===== src/rtl/wb_dma_qch_ret_ctrl.sv =====
// Q-channel retention sequencer for wb_dma: drain, save, isolate and gate on request,
// and run the reverse sequence on wake. Denies the request if the DMA stays busy too long.
module wb_dma_qch_ret_ctrl #(
  parameter int DRAIN_TIMEOUT  = 16,
  parameter int SAVE_CYCLES    = 2,
  parameter int RESTORE_CYCLES = 2
) (
  input  logic       clk_i,
  input  logic       rst_ni,
  input  logic       qreqn,
  input  logic       busy_i,
  output logic       qacceptn,
  output logic       qdeny,
  output logic       stall_o,
  output logic       pr_save_o,
  output logic       pr_restore_o,
  output logic       iso_o,
  output logic       clk_en_o,
  output logic       proto_err_o,
  output logic [2:0] state_o
);

  // state   | meaning
  // RUN     | normal operation, Q-channel in RUN
  // DRAIN   | new slave cycles stalled, waiting for busy_i to drop
  // SAVE    | retention save strobe
  // ISO     | isolation on, clock still running for one cycle
  // STOPPED | clock gated, request accepted
  // WAKE    | clock back on, restore strobe
  // UNISO   | isolation off, one cycle before RUN
  // DENY    | request refused, waiting for qreqn to return high
  typedef enum logic [2:0] {
    RUN     = 3'd0,
    DRAIN   = 3'd1,
    SAVE    = 3'd2,
    ISO     = 3'd3,
    STOPPED = 3'd4,
    WAKE    = 3'd5,
    UNISO   = 3'd6,
    DENY    = 3'd7
  } state_e;

  localparam int MAX_A = (DRAIN_TIMEOUT > SAVE_CYCLES) ? DRAIN_TIMEOUT : SAVE_CYCLES;
  localparam int MAX_C = (MAX_A > RESTORE_CYCLES) ? MAX_A : RESTORE_CYCLES;
  localparam int CW    = $clog2(MAX_C) + 1;

  localparam logic [CW-1:0] DRAIN_LAST   = CW'(DRAIN_TIMEOUT - 1);
  localparam logic [CW-1:0] SAVE_LAST    = CW'(SAVE_CYCLES - 1);
  localparam logic [CW-1:0] RESTORE_LAST = CW'(RESTORE_CYCLES - 1);

  state_e        state_q;
  logic [CW-1:0] cnt_q;
  logic          proto_err_q;

  always_ff @(posedge clk_i or negedge rst_ni) begin
    if (!rst_ni) begin
      state_q     <= RUN;
      cnt_q       <= '0;
      proto_err_q <= 1'b0;
    end else begin
      unique case (state_q)
        RUN: begin
          if (!qreqn) begin
            state_q <= DRAIN;
            cnt_q   <= '0;
          end
        end
        DRAIN: begin
          // A withdrawn request aborts before anything has been saved.
          if (qreqn) begin
            state_q     <= RUN;
            cnt_q       <= '0;
            proto_err_q <= 1'b1;
          end else if (!busy_i) begin
            state_q <= SAVE;
            cnt_q   <= '0;
          end else if (cnt_q == DRAIN_LAST) begin
            state_q <= DENY;
            cnt_q   <= '0;
          end else begin
            cnt_q <= cnt_q + 1'b1;
          end
        end
        SAVE: begin
          if (qreqn) proto_err_q <= 1'b1;
          if (cnt_q == SAVE_LAST) begin
            state_q <= ISO;
            cnt_q   <= '0;
          end else begin
            cnt_q <= cnt_q + 1'b1;
          end
        end
        ISO: begin
          if (qreqn) proto_err_q <= 1'b1;
          state_q <= STOPPED;
          cnt_q   <= '0;
        end
        STOPPED: begin
          if (qreqn) begin
            state_q <= WAKE;
            cnt_q   <= '0;
          end
        end
        WAKE: begin
          if (!qreqn) proto_err_q <= 1'b1;
          if (cnt_q == RESTORE_LAST) begin
            state_q <= UNISO;
            cnt_q   <= '0;
          end else begin
            cnt_q <= cnt_q + 1'b1;
          end
        end
        UNISO: begin
          if (!qreqn) proto_err_q <= 1'b1;
          state_q <= RUN;
          cnt_q   <= '0;
        end
        DENY: begin
          if (qreqn) begin
            state_q <= RUN;
            cnt_q   <= '0;
          end
        end
      endcase
    end
  end

  // Pure decode of the registered state: no input reaches an output combinationally.
  assign stall_o      = (state_q != RUN) && (state_q != DENY);
  assign pr_save_o    = (state_q == SAVE);
  assign pr_restore_o = (state_q == WAKE);
  assign iso_o        = (state_q == ISO) || (state_q == STOPPED) || (state_q == WAKE);
  assign clk_en_o     = (state_q != STOPPED);
  assign qacceptn     = !((state_q == STOPPED) || (state_q == WAKE) || (state_q == UNISO));
  assign qdeny        = (state_q == DENY);
  assign proto_err_o  = proto_err_q;
  assign state_o      = state_q;

endmodule

===== config.mk =====
export PLATFORM = sky130hd
export DESIGN_NAME = wb_dma_qch_ret_ctrl
export DESIGN_NICKNAME = d
export VERILOG_FILES = /design/src/rtl/wb_dma_qch_ret_ctrl.sv
export SDC_FILE = /design/constraint.sdc
export NUM_CORES = 1
export LEC_CHECK = 0
export ABC_AREA = 0
export CAP_MARGIN = 15
export CORE_MARGIN = 1.5
export CORE_UTILIZATION = 52
export CTS_CLUSTER_DIAMETER = 200
export DETAILED_ROUTE_END_ITERATION = 7
export PLACE_DENSITY = 0.85
export SLEW_MARGIN = 10
export SYNTH_ARGS = -nofsm -noshare
export SYNTH_HDL_FRONTEND = slang
export SYNTH_SLANG_ARGS = --single-unit

===== constraint.sdc =====
create_clock -name clk_i -period 2.9 [get_ports clk_i]
set_input_delay 0.29 -clock clk_i [delete_from_list [all_inputs] [get_ports clk_i]]
set_output_delay 0.29 -clock clk_i [all_outputs]
set_load 0.02 [all_outputs]

**Yosys cells after proc, flatten, opt, wreduce, memory -nomap -nowiden**

Cells that the tools add are included.

- Memories kept: 0
- Output and inout port bits: 11
- Flip-flop bits (word level): 9
- Bits in latches: 0
- Bits in writable memories: 0
- Memory bits (read-only): 0
- Word-level logic and storage cells: 60
- Bits of input ports: 4

- Bitwise operators: 0
- Equality and inequality tests: 20
- Mux-type cells: 19
- Add/subtract/negate cells: 1
- Order comparisons: 0
- Multiply operators: 0
- Div/mod/pow operators: 0
- Reduce and logical (&&, ||, !) cells: 17
- Shift operators: 0

Operators with widths:

| operator | count |
|---|---|
| 2-to-1 mux 5 bit | 6 |
| case mux 5 bit (5 select lines) | 1 |
| 2-to-1 mux 3 bit | 8 |
| case mux 3 bit (8 select lines) | 1 |
| == test 3 bit, second input constant | 4 |
| inequality test 2 x 1 -> 1 bit, second input constant | 4 |
| inequality test 2 bit, second input constant | 4 |
| OR reduction 2 bit | 4 |
| == test 3 x 2 -> 1 bit, second input constant | 2 |
| inequality test 3 bit, second input constant | 2 |
| AND reduction 6 bit | 1 |
| adder 5 x 1 -> 5 bit, second input constant | 1 |
| == test 5 x 1 -> 1 bit, second input constant | 1 |
| == test 5 x 4 -> 1 bit, second input constant | 1 |
| logical OR 1 bit | 4 |
| inequality test 4 bit, second input constant | 1 |
| == test 3 x 1 -> 1 bit, second input constant | 1 |
| logical NOT 3 bit | 1 |
| AND reduction 3 bit | 1 |
| nonzero test 3 bit | 1 |
| OR reduction 3 bit | 1 |
| 2-to-1 mux 1 bit | 2 |
| case mux 1 bit (2 select lines) | 1 |
| AND reduction 2 bit | 1 |
| 3 further kinds | 3 |

**Logic depth before layout (Yosys ltp)**

- Depth after elaboration: 5
- Depth in mapped cells: 7

**Worst setup path after synthesis**

Ideal clock, no wire load.

- Kind: register to register
- From: register cnt_q[0]
- To: register state_q[2] (netlist: state_o[2])
- Path slack: 1.114 ns
- Stages on the path, launching flop included: 8
- Arrival: 1.661 ns
- Path buffers: 0
- Cells stage by stage: dfrtp_1 > ha_1 > nand3_1 > inv_1 > ha_1 > and4b_1 > nor3_4 > mux2_4

- Longest elaborated chain between the ends: 3
- Elaborated cells on any way between the ends: 6

Ends and longest elaborated chain:

| item | line | RTL |
|---|---|---|
| from (decl) | 52 | `logic [CW-1:0] cnt_q;` |
| from (signal assigned) | 81 | `cnt_q <= cnt_q + 1'b1;` |
| from (signal assigned) | 90 | `cnt_q <= cnt_q + 1'b1;` |
| from (signal assigned) | 110 | `cnt_q <= cnt_q + 1'b1;` |
| == test 5 x 4 -> 1 bit or == test 5 x 1 -> 1 bit (tied branches) | 77, 86, 106 |  |
| inequality test 4 bit (no line) or inequality test 2 x 1 -> 1 bit (tied branches) | n/a |  |
| AND reduction 6 bit (no line) (*) | n/a |  |
| to (signal assigned) | 75 | `state_q <= SAVE;` |
| to (signal assigned) | 78 | `state_q <= DENY;` |
| to (signal assigned) | 87 | `state_q <= ISO;` |
| to (decl) | 51 | `state_e state_q;` |

Mark *: on every way between the ends. The rest lies on a longest branch, timed or not.
A chain may end at the register's enable or synchronous reset.

**Worst setup path after layout**

- From: register state_q[2] (netlist: state_o[2])
- To: output stall_o

- Longest elaborated chain between the ends: 2
- Elaborated cells on any way between the ends: 3

Ends and longest elaborated chain:

| item | line | RTL |
|---|---|---|
| from (signal assigned) | 57 | `state_q <= RUN;` |
| from (signal assigned) | 64 | `state_q <= DRAIN;` |
| from (signal assigned) | 71 | `state_q <= RUN;` |
| inequality test 3 bit or nonzero test 3 bit (tied branches) | 129 | `assign stall_o = (state_q != RUN) && (state_q != DENY);` |
| logical AND 1 bit (*) | 129 |  |
| to (decl) | 14 | `output logic stall_o,` |

Marked as above.

==> out/results.ini <==
[status]
status = finished, final reports clean

[worst_setup_path]
setup.worst_path.class = reg -> out
crit_fanout = 18
critPathRequiredTime_ns = 2.61
critPathMaxStageDelay_ns = 0.56
crit_family = flip-flops
cp.buffers_inverters = 1
worstSetupEndpointType = primary output
worst_setup_path_start_kind = flop
crit_chain = or2_2 > o21a_1 > clkdlybuf4s50_1
cp.arrival_ns = 1.91
cp_slowest_cell = dfrtp_1

[synthesis]
synth_fp_nets = 88
synth-edff-count = 0
async_reset_ff_share_pct = 100.0
synth.cell_area_um2 = 709.4
yosysWarnings = 0
synth-seq-area-share_pct = 31.75
synth_cells = 80
synthFlopType = dfrtp_1
synth-seq-cells = 9
postSynthAreaPerCell_um2 = 8.868
netlist-cell-type-count = 34

[power_and_ir_drop]
clkPwrFrac_pct = 11.0
powerDensity_nw_per_um2 = 1037
seqPwrFrac_pct = 28.1
pwr-share-comb_pct = 60.9
p_leak_nw = 0.3685
power.switching_mw = 0.4131
p_sw_share_pct = 46.35
intPower_mw = 0.4781
vdd_ir_drop_max_mv = 0.6150

[global_routing]
grt.total_usage_pct = 22.14
grt_pass1_vias = 549
grt_pass1_wl_um = 2277
grt_max_degree = 19
overflow = 0
antenna_found_initial = 0

[cts]
htreeDepth = 1
cts_made_buffers = 3
postCtsHoldBufs = 0
clockBufferDepth = 2
cts_sinks = 9
postCtsSetupRepairBufs = 0
cts_tree = done
cts.clk_slew.worst_paths_ns = 0.06
insertion_delay_ns = 0.26
cts_resized = 0
cts_root_buf = clkbuf_4

[timing]
fmax_mhz = 454.7
rsz0062_at_grt = no
slew-limit-headroom_pct = 65.73
setup_viol = 0
slew_viol_final = 0
skew_ns = 0.0005829
setup_ws_ns = 0.7009
report.final.hold_viol_count = 0
tightest_slew_ns = 0.5141
finalSetupTns_ns = 0
fin_crit_ns = 2.199
post-route-period-util_pct = 75.83

[route]
wl_met2_um = 710
drt-total-wl_um = 1467
wl_met1_um = 675
drt_pass1_iterations = 4
wl_met3_um = 44
remaining_drc_errors = 0
dr.max_layer_used = met4
vias = 631
dr.first_iter.drc_count = 14
detail-route-antenna-nets = 0
wl_per_cell_um = 13.58
routed_via_density = 5.843

[floorplan]
die_x_um = 39.94
die_y_um = 39.94
row_count = 13
initial_core_util_pct = 55.21
core-area_um2 = 1285
fp.dieArea_um2 = 1595
io_pins = 15

[placed_design]
port_buffers = 14
pre_cts_slack_ns = 0.8808
placed_area_um2 = 833.3
dpl.hpwl_um = 1130
place.gp.congestion = 0.8922

[flow_run]
maxCapViolCount = 0

[layout]
fin_nets = 102
syn_to_final_growth_pct = 21.16
antennaDiodeCount = 0
design_area_um2 = 859.6
drive_above_1_share_pct = 12.90

[hold_path]
hold_path.class = in -> async

-- layer usage --
| metal | track usage (%) | up-vias |
|---|---|---|
| met5 | 0 | - |
| met4 | 15.52 | 0 |
| met3 | 4.444 | 5 |
| met2 | 33.47 | 15 |
| met1 | 27.93 | 304 |
| li1 | - | 307 |
-- cell families after synthesis --
family / count (synthesis) / share of synthesized area [%]
and+or+nand+nor: 32 / 27.34
DFF: 9 / 31.75
muxes: 3 / 4.938
AOI/OAI and AO/OA: 19 / 19.05
buffers and inverters: 12 / 8.641
xor gates and xnor gates: 1 / 1.235
adders and majority gates: 4 / 7.055
-- cell usage after synthesis (2+ instances only) --
cell type	n	area share [%]
buf_4	2	2.1
o21ai_0	4	2.8
nor2_1	6	3.2
o221ai_1	2	2.5
ha_1	4	7.1
dfrtp_1	9	32
nand3_1	3	2.1
or2_2	2	1.8
mux2i_1	2	2.8
inv_1	7	3.7
nand2_1	8	4.2
o211ai_1	2	2.1
nand2b_1	3	2.6
a21oi_1	4	2.8
o22ai_1	2	1.8
nor2b_1	2	1.8
-- final cells by class --
| type | instances | area (um2) |
|---|---|---|
| sequential | 9 | 225.2 |
| timing repair buffer | 14 | 140.1 |
| inverter | 7 | 26.28 |
| tap | 15 | 18.77 |
| fill | 111 | 425.4 |
| multi-input combinational | 59 | 422.9 |
| clock buffer | 4 | 26.28 |
-- state kept, by name (all words and copies together), names as in the netlist --
name,cells
cnt_q,5
state_o,3
proto_err_o,1
-- worst paths after layout --
| check | depth (start not counted) | endpoint | from | slack, ns |
|---|---|---|---|---|
| max reg2reg | 7 | state_o[2] | cnt_q[0] | 0.91 |
| max in group asynchronous | 1 | proto_err_o | rst_ni | 2.32 |
| min | 1 | cnt_q[4] | rst_ni | 0.31 |
| min reg2reg | 1 | proto_err_o | proto_err_o | 0.48 |
| max | 3 | stall_o | state_o[2] | 0.70 |
| min in group clk_i | 1 | proto_err_o | proto_err_o | 0.48 |
-- stage by stage --
stage          power (mW)  std cells  utilization, %  hold WS [ns]
3_3_place_gp       0.7758        104           64.85        0.4517
6_report           0.8912        108           66.89        0.3112
5_1_grt            0.9523        108           66.89        0.3584
4_1_cts            0.8866        108           66.89        0.3372
2_1_floorplan      0.6293         80               -     -0.005591
3_5_place_dp       0.7885        104           64.85        0.4711
-- worst reg2reg max path: cells and delay by family, from the launching register on --
family	cells	cell delay, ns
fa+ha+maj	2	0.39
buf+inv	1	0.07
flops	1	0.43
mux	1	0.32
simple gates	3	0.66
-- power by group through the flow --
stage / logic (mW) / clock network (mW) / registers (mW)
after floorplan: 0.416 / 0 / 0.214
after global placement: 0.526 / 0 / 0.250
after detailed placement: 0.537 / 0 / 0.251
after CTS: 0.544 / 0.0942 / 0.249
after global routing: 0.587 / 0.103 / 0.263
final: 0.543 / 0.0980 / 0.250
-- cell usage in the layout, fill, tap and decap left out, types with 2 or more instances in the layout --
cell type / count
nor2_1: 6
o21ai_0: 4
a21oi_1: 4
nand2b_1: 3
nand3_1: 3
nand2_1: 8
nor2b_1: 2
o22ai_1: 2
mux2i_1: 2
ha_1: 4
inv_1: 7
o211ai_1: 2
or2_2: 2
clkdlybuf4s50_1: 14
dfrtp_1: 9
o221ai_1: 2
clkbuf_4: 3
No activity file was read; power rests on OpenSTA's default activity.
